File: src/rtl/fight_pkg.sv
// Shared gameplay constants: attack-type codes, PS/2 prefix bytes and the
// scan-code parser state encoding.
package fight_pkg;

  localparam logic [3:0] STANDBY = 4'b0000;
  localparam logic [3:0] LIGHT   = 4'b0001;
  localparam logic [3:0] HEAVY   = 4'b0010;

  localparam logic [7:0] SC_BREAK = 8'hF0;
  localparam logic [7:0] SC_EXT   = 8'hE0;

  localparam logic [1:0] IDLE    = 2'd0;
  localparam logic [1:0] BRK     = 2'd1;
  localparam logic [1:0] EXT     = 2'd2;
  localparam logic [1:0] EXT_BRK = 2'd3;

endpackage

File: src/rtl/cooldown_timer.sv
// Saturating down-counter with a load strobe; o_busy is registered alongside
// the count so it is exactly (count != 0).
module cooldown_timer #(
  parameter int CNT_W = 24
) (
  input  logic             clk,
  input  logic             reset,
  input  logic             i_load,
  input  logic [CNT_W-1:0] i_load_val,
  output logic             o_busy
);

  logic [CNT_W-1:0] r_cnt;
  logic             r_busy;
  logic [CNT_W-1:0] w_cnt_nxt;

  always_comb begin
    w_cnt_nxt = r_cnt;
    if (i_load)
      w_cnt_nxt = i_load_val;
    else if (r_cnt != '0)
      w_cnt_nxt = r_cnt - CNT_W'(1);
  end

  always_ff @(posedge clk) begin
    if (!reset) begin
      r_cnt  <= '0;
      r_busy <= 1'b0;
    end else begin
      r_cnt  <= w_cnt_nxt;
      r_busy <= (w_cnt_nxt != '0);
    end
  end

  assign o_busy = r_busy;

endmodule

File: src/rtl/attack_key_decoder.sv
// PS/2 scan-code stream to one-cycle attack command, with typematic filtering
// and cooldown. Define ATTACK_QUEUE_EN to hold one attack made during cooldown.
module attack_key_decoder
  import fight_pkg::*;
#(
  parameter logic [7:0]  KEY_LIGHT = 8'h1C,
  parameter logic [7:0]  KEY_HEAVY = 8'h1B,
  parameter int unsigned CD_LIGHT  = 5_000_000,
  parameter int unsigned CD_HEAVY  = 10_000_000,
  parameter int          CNT_W     = 24
) (
  input  logic       clk,
  input  logic       reset,
  input  logic [7:0] scan_code,
  input  logic       scan_valid,
  output logic [3:0] attack_type,
  output logic       attack_valid,
  output logic       cooldown_busy,
  output logic [1:0] key_held
);

  logic [1:0]       r_state;
  logic [1:0]       r_key_held;
  logic [3:0]       r_attack_type;
  logic             r_attack_valid;

  logic             w_busy;
  logic             w_is_make;
  logic             w_fresh_l;
  logic             w_fresh_h;
  logic             w_fresh;
  logic             w_issue;
  logic [3:0]       w_issue_type;
  logic [CNT_W-1:0] w_load_val;

  // Only a make in IDLE on a key not already down counts; repeats are dropped.
  always_comb begin
    w_is_make = scan_valid && (r_state == IDLE) &&
                (scan_code != SC_BREAK) && (scan_code != SC_EXT);
    w_fresh_l = w_is_make && (scan_code == KEY_LIGHT) && !r_key_held[0];
    w_fresh_h = w_is_make && (scan_code == KEY_HEAVY) && !r_key_held[1];
    w_fresh   = w_fresh_l || w_fresh_h;
  end

`ifdef ATTACK_QUEUE_EN
  logic r_pend_vld;
  logic r_pend_heavy;
  logic w_issue_new;

  always_comb begin
    w_issue_new  = w_fresh && !w_busy;
    w_issue      = w_issue_new || (r_pend_vld && !w_busy);
    w_issue_type = w_issue_new ? (w_fresh_h ? HEAVY : LIGHT)
                               : (r_pend_heavy ? HEAVY : LIGHT);
  end

  // Newest blocked make wins; the slot empties whenever anything issues.
  always_ff @(posedge clk) begin
    if (!reset) begin
      r_pend_vld   <= 1'b0;
      r_pend_heavy <= 1'b0;
    end else if (w_fresh && w_busy) begin
      r_pend_vld   <= 1'b1;
      r_pend_heavy <= w_fresh_h;
    end else if (w_issue) begin
      r_pend_vld   <= 1'b0;
    end
  end
`else
  always_comb begin
    w_issue      = w_fresh && !w_busy;
    w_issue_type = w_fresh_h ? HEAVY : LIGHT;
  end
`endif

  assign w_load_val = (w_issue_type == HEAVY) ? CNT_W'(CD_HEAVY) : CNT_W'(CD_LIGHT);

  cooldown_timer #(.CNT_W(CNT_W)) u_cd (
    .clk        (clk),
    .reset      (reset),
    .i_load     (w_issue),
    .i_load_val (w_load_val),
    .o_busy     (w_busy)
  );

  always_ff @(posedge clk) begin
    if (!reset) begin
      r_state        <= IDLE;
      r_key_held     <= 2'b00;
      r_attack_type  <= STANDBY;
      r_attack_valid <= 1'b0;
    end else begin
      r_attack_type  <= w_issue ? w_issue_type : STANDBY;
      r_attack_valid <= w_issue;
      if (w_fresh_l) r_key_held[0] <= 1'b1;
      if (w_fresh_h) r_key_held[1] <= 1'b1;
      if (scan_valid) begin
        case (r_state)
          IDLE: begin
            if (scan_code == SC_BREAK)    r_state <= BRK;
            else if (scan_code == SC_EXT) r_state <= EXT;
          end
          BRK: begin
            if (scan_code == KEY_LIGHT) r_key_held[0] <= 1'b0;
            if (scan_code == KEY_HEAVY) r_key_held[1] <= 1'b0;
            r_state <= IDLE;
          end
          EXT:     r_state <= (scan_code == SC_BREAK) ? EXT_BRK : IDLE;
          default: r_state <= IDLE;
        endcase
      end
    end
  end

  assign attack_type   = r_attack_type;
  assign attack_valid  = r_attack_valid;
  assign cooldown_busy = w_busy;
  assign key_held      = r_key_held;

endmodule

File: config.mk
export PLATFORM = sky130hd
export DESIGN_NAME = attack_key_decoder
export DESIGN_NICKNAME = d
export VERILOG_FILES = /design/src/rtl/fight_pkg.sv /design/src/rtl/cooldown_timer.sv /design/src/rtl/attack_key_decoder.sv
export SDC_FILE = /design/constraint.sdc
export NUM_CORES = 1
export LEC_CHECK = 0
export BUFFER_PORTS_ARGS = -buffer_cell sky130_fd_sc_hd__buf_2
export CAP_MARGIN = 25
export CORE_MARGIN = 10
export CORE_UTILIZATION = 45
export CTS_CLUSTER_DIAMETER = 120
export DETAILED_ROUTE_END_ITERATION = 8
export GPL_TIMING_DRIVEN = 0
export PLACE_DENSITY_LB_ADDON = 0.3
export SETUP_SLACK_MARGIN = 0.02
export SLEW_MARGIN = 40
export SYNTH_ARGS = -nofsm -noshare
export SYNTH_HDL_FRONTEND = slang
export SYNTH_SLANG_ARGS = --single-unit
File: constraint.sdc
create_clock -name clk -period 2.4 [get_ports clk]
set_input_delay 0.48 -clock clk [delete_from_list [all_inputs] [get_ports clk]]
set_output_delay 0.48 -clock clk [all_outputs]
set_load 0.005 [all_outputs]
* Word level (Yosys, flattened, before mapping)
Cells that the tools add are included.
** Storage, ports and cells
- Register bits :: 34
- Logic and storage cells :: 48
** Cells by class
- Equality and inequality tests :: 10
- Mux-type cells :: 14
- Add/sub/neg operators :: 1
- Reduce and logical (&&, ||, !) cells :: 17
** Operators by type and width (number)
- $mux W24 :: 3
- $reduce_bool A24 Y1 :: 2
- $sub A24 B1 Y24 const B :: 1
- $eq A8 B5 Y1 const B :: 2
- $eq A8 B8 Y1 const B :: 2
- $ne A8 B8 Y1 const B :: 2
- $mux W2 :: 6
- $logic_and A1 B1 Y1 :: 8
- $eq A2 B2 Y1 const B :: 2
- $mux W1 :: 4
- $pmux W2 S2 :: 1
- $reduce_and A2 Y1 :: 2
- $logic_not A1 Y1 :: 3
- $ne A3 B1 Y1 const B :: 1
- $eq A2 B1 Y1 const B :: 1
- $logic_not A2 Y1 :: 1
- $logic_or A1 B1 Y1 :: 1

* Logic depth before layout (Yosys ltp)
- Depth after elaboration :: 11
- Mapped depth :: 10
- Depth with buffers taken out :: 9

* Cells and area by module
From an unflattened synthesis, not the netlist that was laid out.
** Unflattened totals
- Cell total of the unflattened synthesis :: 249
- Area, all modules :: 2021.9 um^2
** Modules (own cells, without submodules)
- cooldown_timer :: area each 1606.5 um^2, sequential area each 500.5 um^2, cells an instance 204, instances 1
- attack_key_decoder :: area each 415.4 um^2, sequential area each 140.1 um^2, cells an instance 45, instances 1

* Worst setup path before layout
Ideal clock, no wire load.
- Kind :: reg2reg
- Start point :: reg u_cd.r_cnt[0]
- End point :: reg u_cd.r_busy (netlist: u_cd.o_busy)
- Slack :: 0.012 ns
- Buffers on the path :: 0
- Data arrival time :: 2.263 ns
- Cell stages (with the launch flop) :: 10
- Required time :: 2.275 ns
- Cell sequence :: dfxtp_1 > inv_1 > ha_1 > or3b_4 > or4_4 > o211ai_2 > nand4_1 > nor4_1 > nand4_1 > o41a_1
** Between the ends
- Word-level cells in the longest chain between the ends :: 4
** Ends and longest elaborated chain
- start: declaration :: line cooldown_timer.sv:13 : logic [CNT_W-1:0] r_cnt;
- start signal: assignment :: line cooldown_timer.sv:30 : r_cnt <= w_cnt_nxt;
- $sub A24 B1 Y24 / $reduce_bool A24 Y1 (equally long branches) :: line cooldown_timer.sv:22, cooldown_timer.sv:21
- $mux W24 (*) :: line cooldown_timer.sv:21 : else if (r_cnt != '0)
- $mux W24 (*) :: line cooldown_timer.sv:19 : if (i_load)
- $reduce_bool A24 Y1 (*) :: line cooldown_timer.sv:31 : r_busy <= (w_cnt_nxt != '0);
- end signal: assignment :: line cooldown_timer.sv:31
- end: declaration :: line cooldown_timer.sv:14 : logic r_busy;
Mark *: on every way between the ends. The rest lies on a longest branch, timed or not.
A chain may end at the register's enable or synchronous reset.

* Worst setup path after layout
Same ends and word-level chain as after synthesis.

==> impl_metrics.csv <==
group,metric,value,unit
run_status,status,"complete, but fails checks",
run_status,violations,"negative setup slack",
synthesis,synth_top_area_share,34.66,%
synthesis,synth_seq_area_share,34.66,%
sta,setup_ws,-0.1381,ns
setup_path,critical_path.max_stage_delay,0.44,ns
floorplan,core-area,4000,sq um
placement,gp_congestion,0.9328,
flow_run,cap_violations,0,
route,wl_per_cell,15.66,um
sta,setup_violations,1,
synthesis,yosys.area.top_type,"dfxtp_1",
synthesis,yosysUniqueCellTypes,53,
setup_path,crit_chain,"inv_4 > ha_4 > or3b_4 > or4_4 > o211ai_2 > nand4_1 > nor4_2 > nand4_1 > o41a_1",
route,vias_per_cell,5.814,
floorplan,ios,19,
cts,htree_levels,2,
sta,final_hold_viol_count,0,
placement,numPortBuffers,15,
cts,cts_root_buffer,"clkbuf_8",
sta,finalCritPeriodShare,105.8,%
grt,antenna_found_initial,0,
power_and_ir_drop,total_leakage_power,0.8892,nW
sta,drv_slew,0,
floorplan,rows,23,
cells_and_area,final_nets,279,
route,drtIter0Drc,164,
synthesis,synth_edf_count,0,
power_and_ir_drop,powerDensity,1464,nW/um^2
sta,max_clock_freq,394.0,MHz
placement,dpl_cell_area,1989,sq um
synthesis,synth-async-reset-ratio,0,%
setup_path,endpoint_kind,"flop",
floorplan,die_w,84.09,um
hold_path,hold-path-cell-count,2,
cts,cts_sinks,32,
cts,cts_hold_buf,0,
synthesis,synth.avg_cell_area,8.105,sq um
setup_path,cp_data_required_time,2.56,ns
setup_path,path_delay_family,"simple AND/OR/NAND/NOR gates",
setup_path,critPathKind,"reg2reg",
grt,grt.total_usage,13.09,%
grt,grt_pass1_wl,7852,um
setup_path,crit_fanout,4,
synthesis,yosys-top-cells-area,"dfxtp_1 (35%), nor2_1 (6.5%), nor4_1 (4.4%)",
sta,fin_crit,2.538,ns
synthesis,synth_seq_cells,32,
cts,clk_latency,0.28,ns
route,drtPass1Iterations,5,
setup_path,slowest_stage,"or4_4",
route,vias,1843,
cells_and_area,n_antenna_cell,0,
cts,clk_pin_slew,0.07,ns
floorplan,fp.dieH,84.09,um
route,ant_nets,0,
grt,grt_pass1_vias,1685,
floorplan,start_util,46.20,%
cts,numCtsBuffers,5,
setup_path,critPathArrivalTime,2.70,ns
cells_and_area,design_area,2277,sq um
sta,relSlewSlack,61.81,%
hold_path,hold_start,"reset",
sta,worstMarginPinSlew,0.5685,ns
synthesis,synth_warnings,0,
hold_path,min_delay_worst_endpoint,"u_cd.r_cnt[22]$_SDFF_PN0_",
setup_path,cpMostUsedCell,"nand4_1",
synthesis,synthCells,228,
cts,cts_tree,"done",
synthesis,synth_ff_type,"dfxtp_1",
cells_and_area,drive_gt1_share,26.97,%
grt,grt_overflow_total,0,
cells_and_area,area_delta_synth_final,23.22,%
sta,fin_skew,0.003250,ns
setup_path,start_kind,"flop",
synthesis,synth_commonest_cells,"dfxtp_1 (32), nor2_1 (32), nand2_1 (16)",
hold_path,hp-class,"in2reg",
route,post-route-drc-count,0,
grt,grt_max_degree,11,
setup_path,crit_buf_inv,1,
floorplan,die_area,7070,sq um
setup_path,r2r_slack,-0.14,ns
setup_path,timing.rr.start,"u_cd.r_cnt[0]$_SDFF_PN0_",
setup_path,reg2reg_depth,9,
route,wl,4964,um
cells_and_area,final_util,56.93,%
power_and_ir_drop,ir_drop,518.0,uV
setup_path,r2r-end,"u_cd.o_busy$_SDFF_PN0_",
placement,place_hpwl,3461,um
cts,clockBufferDepth,2,
synthesis,syn-cell-area,1848,sq um
sta,rsz0062_at_grt,"true",
state kept, by name, summed over array words and instances, names as in the netlist:
name and count:
u_cd.r_cnt 24, r_state 2, u_cd.o_busy 1, attack_type 2, key_held 2, attack_valid 1
placed cells by master (no fill, tap or decap), types with 7 or more instances in the layout:
cell     Yosys  final
nor3_1      15     14
a21oi_1     13     13
nor4_1      13      9
dfxtp_1     32     30
buf_2        0     15
o21ai_0      9      8
xor2_1       7      7
nand2_1     16     16
buf_4        4     18
nand4_1      8      8
xnor2_1      9      9
nor2_1      32     32
repair_timing:
action,4_1_cts,5_1_grt
buffers inserted,6,8
gates cloned,0,1
gates resized for setup,12,11
endpoints found under the setup margin,8,13
pin swaps,5,7
cell type report:
type	instances	area [sq um]
fillers	374	1723
flip-flops and latches	32	648.1
repair buffers	29	180.2
well taps	50	62.56
clock buffers	8	90.09
inverters	6	27.53
multi-input cells	185	1219
plain buffers	7	50.05
worst max path at each step:
stage | startpoint | endpoint | cells after the start
4_1_cts | u_cd.r_cnt[0]$_SDFF_PN0_ | u_cd.o_busy$_SDFF_PN0_ | 9
5_1_grt | u_cd.r_cnt[0]$_SDFF_PN0_ | u_cd.o_busy$_SDFF_PN0_ | 9
3_5_place_dp | u_cd.r_cnt[1]$_SDFF_PN0_ | u_cd.o_busy$_SDFF_PN0_ | 9
3_3_place_gp | u_cd.r_cnt[0]$_SDFF_PN0_ | u_cd.o_busy$_SDFF_PN0_ | 9
2_1_floorplan | u_cd.r_cnt[0]$_SDFF_PN0_ | u_cd.o_busy$_SDFF_PN0_ | 9
6_report | u_cd.r_cnt[0]$_SDFF_PN0_ | u_cd.o_busy$_SDFF_PN0_ | 9
cells by family after synthesis:
family,share of synthesized area (%)
flops,34.66
simple gates,38.32
other cells,0.2029
compound gates,13.27
xor+xnor,7.583
mux,1.151
buf+inv,3.453
fa+ha+maj,1.354
worst reg2reg max path: stages (launching register included):
cell and delay [ns]:
dfxtp_4 0.36, inv_4 0.07, ha_4 0.14, or3b_4 0.38, or4_4 0.44, o211ai_2 0.10, nand4_1 0.11, nor4_2 0.32
nand4_1 0.15, o41a_1 0.34
routing by layer:
metal	routed length (um)	part of all wire (%)	up-vias	global-route usage, %
li1	-	-	915	-
met1	2127	43	845	15.94
met2	2450	49	73	21.37
met3	322	6.5	10	4.004
met4	63	1.3	0	3.805
met5	0	0	-	0
report_power, final:
group	switching [mW]	internal, mW	total [mW]
combinational	1.01	0.963	1.98
clock	0.197	0.234	0.430
sequential	0.235	0.692	0.927
total	1.45	1.89	3.33
stage by stage:
step | TNS (ns) | total power, mW | hold slack [ns] | instances | setup slack [ns]
floorplan | 0 | 2.101 | 0.5006 | 229 | 0.04110
global placement | -0.8874 | 2.401 | 0.5180 | 294 | -0.3191
detailed placement | -0.8142 | 2.416 | 0.5277 | 294 | -0.3432
CTS | -0.1908 | 3.011 | 0.4793 | 308 | -0.1908
global route | -0.2714 | 3.598 | 0.4886 | 317 | -0.2714
finish | -0.1381 | 3.334 | 0.4870 | 317 | -0.1381
No activity file was read; power rests on OpenSTA's default activity.
